**config.mk**
```make
export PLATFORM = sky130hd
export DESIGN_NAME = reaction_ctrl
export DESIGN_NICKNAME = d
export VERILOG_FILES = /design/src/rtl/reaction_ctrl.sv
export SDC_FILE = /design/constraint.sdc
export NUM_CORES = 1
export LEC_CHECK = 0
export CAP_MARGIN = 20
export CORE_UTILIZATION = 60
export DETAILED_ROUTE_END_ITERATION = 6
export HOLD_SLACK_MARGIN = 0.06
export PLACE_DENSITY_LB_ADDON = 0.05
export SKIP_LAST_GASP = 1
export SYNTH_ARGS = -nofsm -noshare
export SYNTH_HDL_FRONTEND = slang
export SYNTH_SLANG_ARGS = --single-unit
```
**constraint.sdc**
```tcl
create_clock -name i_clk -period 2.95 [get_ports i_clk]
set_input_delay 0.59 -clock i_clk [delete_from_list [all_inputs] [get_ports i_clk]]
set_output_delay 0.59 -clock i_clk [all_outputs]
set_load 0.02 [all_outputs]
```
**src/rtl/reaction_ctrl.sv**
```systemverilog
// reaction_ctrl: game sequencer for the reaction-timer display.
// It runs the Idle/Ready/Go/Hit/Miss state machine and draws a pseudo-random
// arm delay from a free-running LFSR. It times the response as a 6-digit BCD
// count of microseconds, keeps the last and best times, and drives the
// status, colour and BCD inputs of the layout/text renderer.
module reaction_ctrl #(
  parameter int US_DIV          = 25,   // clk cycles per 1 us tick
  parameter int US_PER_MS       = 1000, // us ticks per ms tick
  parameter int DELAY_MIN_MS    = 1000, // minimum arm delay in ms
  parameter int DELAY_SPAN_BITS = 10    // random part of the arm delay, in LFSR bits
) (
  input  logic        i_clk,
  input  logic        i_rst,
  input  logic        i_btn,
  input  logic        i_bcdmux,
  output logic [2:0]  o_dst,
  output logic [23:0] o_bcd,
  output logic        o_lit,
  output logic        o_miss,
  output logic        o_init
);

  // State encoding matches the status code shown to the renderer.
  typedef enum logic [2:0] {
    S_IDLE  = 3'b000,
    S_READY = 3'b001,
    S_GO    = 3'b010,
    S_MISS  = 3'b011,
    S_HIT   = 3'b110
  } state_t;

  localparam int US_W  = (US_DIV > 1)    ? $clog2(US_DIV)    : 1;
  localparam int MS_W  = (US_PER_MS > 1) ? $clog2(US_PER_MS) : 1;
  localparam int DLY_W = $clog2(DELAY_MIN_MS + 2**DELAY_SPAN_BITS + 1);

  localparam logic [US_W-1:0]  US_LAST  = US_W'(US_DIV - 1);
  localparam logic [MS_W-1:0]  MS_LAST  = MS_W'(US_PER_MS - 1);
  localparam logic [DLY_W-1:0] DLY_MIN  = DLY_W'(DELAY_MIN_MS);
  localparam logic [23:0]      CNT_MAX  = 24'h999999;
  localparam logic [15:0]      LFSR_SEED = 16'hACE1;
  localparam logic [15:0]      LFSR_MASK = 16'hB400;

  // Increment a 6-digit BCD value; the carry ripples through all digits
  // in the same cycle, so 000999 becomes 001000 in one step.
  function automatic logic [23:0] bcd_inc(input logic [23:0] v);
    logic [23:0] r;
    logic        carry;
    r     = v;
    carry = 1'b1;
    for (int d = 0; d < 6; d++) begin
      if (carry) begin
        if (v[d*4 +: 4] >= 4'd9) begin
          r[d*4 +: 4] = 4'd0;
        end else begin
          r[d*4 +: 4] = v[d*4 +: 4] + 4'd1;
          carry       = 1'b0;
        end
      end
    end
    return r;
  endfunction

  state_t state;
  state_t next_state;

  logic             btn_q;      // i_btn sampled once
  logic             press_q;    // one-cycle pulse, the cycle after i_btn rises
  logic [15:0]      lfsr;
  logic [US_W-1:0]  us_cnt;
  logic [MS_W-1:0]  ms_cnt;
  logic [DLY_W-1:0] delay_ms;   // remaining arm delay while in READY
  logic [23:0]      cnt;        // BCD response timer while in GO
  logic [23:0]      last;
  logic [23:0]      best;

  logic       us_tick;
  logic       ms_tick;
  logic       enter_ready;
  logic       enter_go;
  logic [2:0] dst_d;
  logic       lit_d;
  logic       miss_d;

  assign us_tick     = (us_cnt == US_LAST);
  assign ms_tick     = us_tick && (ms_cnt == MS_LAST);
  assign enter_ready = (next_state == S_READY) && (state != S_READY);
  assign enter_go    = (next_state == S_GO)    && (state != S_GO);

  // Button edge detector: only a 0->1 transition of i_btn counts as a press.
  always_ff @(posedge i_clk) begin
    // NOTE: every clocked register uses non-blocking assignments so that all
    // flops update together from the values held before the edge.
    if (i_rst) begin
      // NOTE: btn_q resets to 1 so a button held down through reset is not
      // seen as a press; a real press needs i_btn to fall and rise again.
      btn_q   <= 1'b1;
      press_q <= 1'b0;
    end else begin
      btn_q   <= i_btn;
      press_q <= i_btn & ~btn_q;
    end
  end

  // 16-bit Galois LFSR, stepping every cycle; a non-zero seed never reaches zero.
  always_ff @(posedge i_clk) begin
    if (i_rst) begin
      lfsr <= LFSR_SEED;
    end else begin
      lfsr <= {1'b0, lfsr[15:1]} ^ (lfsr[0] ? LFSR_MASK : 16'h0000);
    end
  end

  // State register plus registered status outputs decoded from the next state.
  always_ff @(posedge i_clk) begin
    if (i_rst) begin
      state  <= S_IDLE;
      o_dst  <= 3'b000;
      o_lit  <= 1'b0;
      o_miss <= 1'b0;
    end else begin
      state  <= next_state;
      o_dst  <= dst_d;
      o_lit  <= lit_d;
      o_miss <= miss_d;
    end
  end

  // Next-state logic; a press always wins over a simultaneous delay expiry
  // (early press) and over a simultaneous timer overflow (counts as a hit).
  always_comb begin
    // NOTE: default first, so no path through this block leaves next_state
    // unassigned and no latch is inferred.
    next_state = state;
    unique case (state)
      S_IDLE: begin
        if (press_q) next_state = S_READY;
      end
      S_READY: begin
        if (press_q)                next_state = S_MISS;
        else if (delay_ms == '0)    next_state = S_GO;
      end
      S_GO: begin
        if (press_q)                next_state = S_HIT;
        else if (cnt == CNT_MAX)    next_state = S_MISS;
      end
      S_HIT, S_MISS: begin
        if (press_q) next_state = S_READY;
      end
      default: next_state = S_IDLE;
    endcase
  end

  // Output decode: status code equals the state encoding.
  always_comb begin
    dst_d  = next_state;
    lit_d  = (next_state == S_GO);
    miss_d = (next_state == S_MISS);
  end

  // us/ms prescalers: run only while a delay or a response is being timed.
  always_ff @(posedge i_clk) begin
    if (i_rst) begin
      us_cnt <= '0;
      ms_cnt <= '0;
    end else if (enter_ready) begin
      us_cnt <= '0;
      ms_cnt <= '0;
    end else if (enter_go) begin
      us_cnt <= '0;
    end else if (state == S_READY || state == S_GO) begin
      us_cnt <= us_tick ? '0 : us_cnt + 1'b1;
      if (us_tick) begin
        ms_cnt <= ms_tick ? '0 : ms_cnt + 1'b1;
      end
    end
  end

  // Arm delay: loaded from the LFSR on the READY entry edge, counts down in ms.
  always_ff @(posedge i_clk) begin
    if (i_rst) begin
      delay_ms <= '0;
    end else if (enter_ready) begin
      delay_ms <= DLY_MIN + DLY_W'(lfsr[DELAY_SPAN_BITS-1:0]);
    end else if (state == S_READY && ms_tick && delay_ms != '0) begin
      delay_ms <= delay_ms - 1'b1;
    end
  end

  // Response timer: cleared on GO entry, one BCD increment per us tick,
  // saturating at 999999 where the state machine declares a timeout.
  always_ff @(posedge i_clk) begin
    if (i_rst) begin
      cnt <= '0;
    end else if (enter_go) begin
      cnt <= '0;
    end else if (state == S_GO && next_state == S_GO && us_tick && cnt != CNT_MAX) begin
      cnt <= bcd_inc(cnt);
    end
  end

  // Results: last captures the timer on the press-detect cycle; best follows
  // one cycle later, once last holds the new value. BCD digit order makes a
  // plain unsigned compare valid.
  always_ff @(posedge i_clk) begin
    if (i_rst) begin
      last   <= '0;
      best   <= '0;
      o_init <= 1'b1;
    end else begin
      if (state == S_GO && press_q) begin
        last <= cnt;
      end
      if (state == S_HIT && (o_init || last < best)) begin
        best   <= last;
        o_init <= 1'b0;
      end
    end
  end

  // Zero-latency selection: the renderer switches i_bcdmux per text row.
  assign o_bcd = i_bcdmux ? best : last;

endmodule

```
==> impl_metrics.env, run 1 <==
export IMPL_via_per_inst=5.73
export IMPL_grt_setup_unrepaired="no"
export IMPL_yosysUniqueCellTypes=65
export IMPL_critPathRequiredTime_ns=2.36
export IMPL_grt_max_degree=63
export IMPL_rows=37
export IMPL_clk_pin_slew_ns=0.05
export IMPL_synthToLayoutAreaGrowth_pct=18.5
export IMPL_cts_tree="built"
export IMPL_die_area_sq_um=11300
export IMPL_worst_setup_path_type="in -> out"
export IMPL_hpwl_um=10000
export IMPL_critPathBufInv=3
export IMPL_worst_ep_arrival_time_ns=2.20
export IMPL_start_util=0.626
export IMPL_slew_headroom=0.456
export IMPL_fmax_ghz=0.359
export IMPL_ctsHoldBuffers=0
export IMPL_finalHoldViolations=0
export IMPL_ctsLongestPathBuffers=2
export IMPL_stdcell_count=941
export IMPL_synth_fp_nets=810
export IMPL_tns_ns=0
export IMPL_cp_cell_sequence="clkdlybuf4s50_1 -> buf_12 -> mux2_2 -> clkdlybuf4s50_1"
export IMPL_grt_pass1_wl_um=25100
export IMPL_synth_edf_count=0
export IMPL_ys_warn_count=0
export IMPL_p_leak_nw=2.77
export IMPL_overflow=0
export IMPL_die_h_um=106
export IMPL_crit_top_cell="clkdlybuf4s50_1"
export IMPL_clock_latency_ns=0.53
export IMPL_min_to="press_q"
export IMPL_outcome="finished clean"
export IMPL_vias=5394
export IMPL_critical_path_reg2reg_endpoint="cnt[3]"
export IMPL_drcViolationCount=0
export IMPL_syn_instance_count=760
export IMPL_fin_crit_ns=2.79
export IMPL_cts_sinks=122
export IMPL_hp_start="btn_q"
export IMPL_drtIter0Drc=293
export IMPL_rr_startpoint="delay_ms[0]"
export IMPL_worst_pin_slew_ns=0.810
export IMPL_slowest_delay_ns=0.54
export IMPL_drt_wl_total_um=14400
export IMPL_reg2reg_slack_ns=0.38
export IMPL_holdPathStages=1
export IMPL_die_w_um=106
export IMPL_skew_ns=0.00611
export IMPL_synth_seq_cells=122
export IMPL_io_buffer_count=33
export IMPL_power_per_cell_area_nw_per_um2=564
export IMPL_setup_viol=0
export IMPL_drt_pass1_iterations=4
export IMPL_htreeDepth=4
export IMPL_ctsRootBufferMaster="clkbuf_8"
export IMPL_dp_cells=909
export IMPL_crit_slowest_cell="clkdlybuf4s50_1"
export IMPL_syn_area_sq_um=6550
export IMPL_antenna_found_initial=0
export IMPL_worstSetupStartpointType="primary input"
export IMPL_layout_drive_gt1_share=0.122
export IMPL_synth_flop_cell="dfxtp_1"
export IMPL_gp_congestion=0.875
export IMPL_grt_pass1_vias=5476
export IMPL_cp_top_family="buffers and inverters"
export IMPL_min_period_over_period=0.945
export IMPL_yosysSeqAreaShare=0.373
export IMPL_hold_worst_slack_ns=0.389
export IMPL_vdd_drop_max_mv=0.515
export IMPL_cts_inserted_buffers=17
export IMPL_cp_max_fo=24
export IMPL_slew_violations=0
export IMPL_hold_path_class="reg -> reg"
export IMPL_avgSynthCellArea_sq_um=8.62
export IMPL_async_reset_ff_frac=0
export IMPL_finish_net_count=842
export IMPL_n_antenna_cell=0
export IMPL_cap_violations=0
export IMPL_worst_path_stages=4
export IMPL_worstRegToRegCells=8
export IMPL_track_usage=0.278
export IMPL_pin_count=34
export IMPL_ant_nets=0
export IMPL_wire_per_inst_um=15.4
export IMPL_crit_path_end_kind="primary output"
export IMPL_coreArea_sq_um=10500
cell usage after synthesis, types with 3 or more instances:
library cell / instances / area (sq um)
o21ai_0: 20 / 100
and2_1: 5 / 31.3
dfxtp_1: 122 / 2440
mux2_2: 24 / 270
a21oi_1: 61 / 305
mux2i_1: 27 / 270
a211oi_1: 10 / 75.1
a21o_1: 4 / 30.0
nand2_1: 79 / 297
nand3_1: 17 / 85.1
a311oi_1: 3 / 26.3
buf_2: 3 / 15.0
clkbuf_1: 28 / 105
nor3_1: 16 / 80.1
nor3b_1: 7 / 52.6
or4_1: 6 / 45.0
inv_1: 46 / 173
nand4b_1: 5 / 43.8
ha_1: 46 / 576
xnor2_1: 14 / 123
and3_1: 6 / 37.5
o31ai_1: 5 / 37.5
nor4_1: 5 / 31.3
nor2_1: 48 / 180
a31oi_1: 8 / 50.1
nand2b_1: 54 / 338
nor2b_1: 9 / 56.3
a41oi_1: 4 / 35.0
or3_1: 9 / 56.3
or2_2: 10 / 62.6
xor2_1: 8 / 70.1
nand4_1: 10 / 62.6
worst max-delay path by stage:
stage                            from        end  slack (ns)
final                        i_bcdmux  o_bcd[23]        0.16
after global routing      delay_ms[0]    cnt[10]         0.1
after CTS                    i_bcdmux  o_bcd[23]        0.16
after detailed placement     i_bcdmux  o_bcd[23]        0.16
after global placement       i_bcdmux  o_bcd[22]        0.20
after floorplan                cnt[0]    cnt[17]        0.58
cell families after synthesis:
family | share of synthesized area
AO/OA/AOI/OAI | 0.129
adder cells (fa/ha/maj) | 0.0879
flip-flops | 0.373
buffers and inverters | 0.0466
XOR/XNOR | 0.0294
AND/OR/NAND/NOR | 0.252
multiplexers | 0.0825
power by group:
part	leakage, nW	switching, mW	internal (mW)
Combinational	1.43	0.0932	0.0674
Sequential	0.988	0.0237	1.67
Clock	0.355	0.736	1.78
repair_timing:
item	4_1_cts	5_1_grt
setup endpoints to repair	0	2
gates resized for setup	0	1
endpoints found under the hold margin	0	0
setup buffers	0	0
layer usage:
| layer | GRT usage | part of all wire |
|---|---|---|
| met1 | 0.323 | 0.44 |
| met2 | 0.485 | 0.50 |
| met3 | 0.0717 | 0.039 |
| met4 | 0.114 | 0.020 |
| met5 | 0 | 0 |
through the flow:
| step | setup slack (ns) | power [mW] | instance area [sq um] | utilization |
|---|---|---|---|---|
| after detailed placement | 0.164 | 1.89 | 7040 | 0.672 |
| after global routing | 0.0994 | 4.50 | 7760 | 0.742 |
| final | 0.163 | 4.37 | 7760 | 0.742 |
| after floorplan | 0.578 | 1.85 | 6550 | - |
| after global placement | 0.201 | 1.89 | 7040 | 0.672 |
| after CTS | 0.158 | 4.40 | 7750 | 0.741 |
state kept, by name (all words and copies together), names as in the netlist, 3 cells and up:
signal,count
cnt,24
lfsr,16
state,3
last,24
us_cnt,5
delay_ms,11
ms_cnt,10
best,24
area by class of cell:
type	instances	area (sq um)
clock buffer	20	455
clock inverter	12	264
fill	800	2700
inverter	46	173
multi-input combinational	559	3820
sequential	122	2440
tap	136	170
timing repair buffer	46	435
placed cells by master, fill, tap and decap left out, drive strengths merged, types with 3 or more instances in the layout:
cell type / instances
dfxtp: 122
nand2: 79
a21oi: 62
nand2b: 55
nor2: 49
inv: 47
ha: 46
clkdlybuf4s50: 32
mux2i: 27
mux2: 24
o21ai: 21
clkbuf: 20
nor3: 18
nand3: 17
xnor2: 14
buf: 14
or2: 10
nand4: 10
a211oi: 10
or3: 10
nor2b: 9
a31oi: 9
xor2: 8
bufinv: 8
nor3b: 8
or4: 7
and3: 6
nor4: 6
and2: 5
nand4b: 5
o31ai: 5
a21o: 4
a41oi: 4
a311oi: 3
clkinv: 3
(Power assumes the default switching activity.)
==> run 2: changes to the inputs <==
--- a/config.mk
+++ b/config.mk
@@ -11,6 +11,7 @@
 export HOLD_SLACK_MARGIN = 0.06
 export PLACE_DENSITY_LB_ADDON = 0.05
 export SKIP_LAST_GASP = 1
+export SLEW_MARGIN = 10
 export SYNTH_ARGS = -nofsm -noshare
 export SYNTH_HDL_FRONTEND = slang
 export SYNTH_SLANG_ARGS = --single-unit
==> results of run 2 <==
The final DEF is identical to that of run 1; final timing and power are the same.
==> run 3: changes to the inputs <==
--- a/config.mk
+++ b/config.mk
@@ -11,7 +11,7 @@
 export HOLD_SLACK_MARGIN = 0.06
 export PLACE_DENSITY_LB_ADDON = 0.05
 export SKIP_LAST_GASP = 1
-export SLEW_MARGIN = 10
+export SLEW_MARGIN = 20
 export SYNTH_ARGS = -nofsm -noshare
 export SYNTH_HDL_FRONTEND = slang
 export SYNTH_SLANG_ARGS = --single-unit
==> constraint.sdc (replaced) <==
create_clock -name i_clk -period 2.95 [get_ports i_clk]
set_input_delay 0.59 -clock i_clk [delete_from_list [all_inputs] [get_ports i_clk]]
set_output_delay 0.59 -clock i_clk [all_outputs]
set_load 0.01 [all_outputs]
==> impl_metrics.env, run 3 (synthesis results as in run 1) <==
export IMPL_ant_nets=0
export IMPL_vias=5438
export IMPL_power_per_cell_area_nw_per_um2=508
export IMPL_cp_max_fo=24
export IMPL_antenna_found_initial=0
export IMPL_drt_pass1_iterations=6
export IMPL_rows=37
export IMPL_drt_wl_total_um=14500
export IMPL_layout_drive_gt1_share=0.117
export IMPL_die_w_um=106
export IMPL_slew_violations=0
export IMPL_fin_crit_ns=2.73
export IMPL_critPathRequiredTime_ns=2.36
export IMPL_overflow=0
export IMPL_worst_ep_arrival_time_ns=2.14
export IMPL_grtUsageMet3=0.0662
export IMPL_p_leak_nw=2.70
export IMPL_fillers=801
export IMPL_skew_ns=0.00557
export IMPL_htreeDepth=4
export IMPL_ctsHoldBuffers=0
export IMPL_post_cts_setup_buffers=0
export IMPL_hold_worst_slack_ns=0.397
export IMPL_grt_use_met1=0.326
export IMPL_grt_pass1_vias=5254
export IMPL_setup_viol=0
export IMPL_hpwl_um=9990
export IMPL_cap_violations=0
export IMPL_cts_sinks=122
export IMPL_cts_inserted_buffers=17
export IMPL_clock_latency_ns=0.53
export IMPL_via_per_inst=5.79
export IMPL_outcome="finished clean"
export IMPL_gp_congestion=0.866
export IMPL_finalHoldViolations=0
export IMPL_cts_resized=0
export IMPL_coreArea_sq_um=10500
export IMPL_clk_pin_slew_ns=0.05
export IMPL_tns_ns=0
export IMPL_die_area_sq_um=11300
export IMPL_ctsLongestPathBuffers=2
export IMPL_wire_per_inst_um=15.5
export IMPL_worst_pin_slew_ns=1.01
export IMPL_pin_count=34
export IMPL_grt_pass1_wl_um=24700
export IMPL_slew_headroom=0.320
export IMPL_synthToLayoutAreaGrowth_pct=16.1
export IMPL_min_period_over_period=0.925
export IMPL_die_h_um=106
export IMPL_io_buffer_count=33
export IMPL_busiest_layer="met2"
export IMPL_fmax_ghz=0.366
export IMPL_crit_path_end_kind="primary output"
export IMPL_final_common_cell="dfxtp_1"
export IMPL_start_util=0.626
export IMPL_worstSetupStartpointType="primary input"
export IMPL_drtIter0Drc=290
export IMPL_worst_setup_path_type="in -> out"
export IMPL_grtUsageMet2=0.483
export IMPL_final_cell_mix="122 x dfxtp_1, 79 x nand2_1, 61 x a21oi_1, 54 x nand2b_1, 48 x nor2_1"
export IMPL_grt_max_degree=63
export IMPL_grt_setup_unrepaired="no"
export IMPL_finish_net_count=841
export IMPL_track_usage=0.274
export IMPL_ctsRootBufferMaster="clkbuf_8"
export IMPL_vdd_drop_max_mv=0.492
export IMPL_hold_path_class="reg -> reg"
export IMPL_cts_tree="built"
export IMPL_drcViolationCount=0
export IMPL_largestRegisters="best: 24 flops, cnt: 24 flops, last: 24 flops"
-- run 3: critical path, cell delays in order --
cell             delay [ns]
clkdlybuf4s50_1        0.51
buf_12                 0.19
mux2_2                 0.36
clkdlybuf4s50_1        0.48
-- run 3: worst paths after layout --
kind	start	end	slack, ns	cells after the start
max	i_bcdmux	o_bcd[4]	0.22	4
min	btn_q	press_q	0.40	1
max reg2reg	delay_ms[0]	cnt[3]	0.25	8
min reg2reg	btn_q	press_q	0.40	1
-- run 3: layout make-up --
class | instances | area (sq um) | share of cell area
diodes | 1 | 2.50 | 0.000329
clock inverters | 8 | 92.6 | 0.0122
clock buffers | 22 | 483 | 0.0635
inverters | 46 | 173 | 0.0227
flip-flops and latches | 122 | 2440 | 0.321
repair buffers | 45 | 428 | 0.0563
well taps | 136 | 170 | 0.0224
multi-input cells | 559 | 3810 | 0.502
-- run 3: metal layers --
layer / vias up / share of wire
li1: 2713 / -
met1: 2589 / 0.45
met2: 110 / 0.50
met3: 26 / 0.035
met4: 0 / 0.016
met5: - / 0
-- run 3: power by group --
part	total, mW	internal, mW	switching [mW]	leakage, nW
Clock	2.00	1.30	0.707	0.288
Sequential	1.70	1.67	0.0242	0.988
Combinational	0.160	0.0669	0.0928	1.42
Total	3.86	3.04	0.824	2.70
-- run 3: per-stage QoR --
| stage | instances | power (mW) | utilization | worst slack (ns) | instance area [sq um] |
|---|---|---|---|---|---|
| 6_report | 939 | 3.86 | 0.727 | 0.221 | 7610 |
| 5_1_grt | 938 | 3.98 | 0.727 | 0.0602 | 7600 |
| 4_1_cts | 938 | 3.89 | 0.727 | 0.216 | 7600 |
| 3_5_place_dp | 908 | 1.89 | 0.672 | 0.231 | 7030 |
| 3_3_place_gp | 908 | 1.88 | 0.672 | 0.260 | 7030 |
| 2_1_floorplan | 760 | 1.85 | - | 0.578 | 6550 |
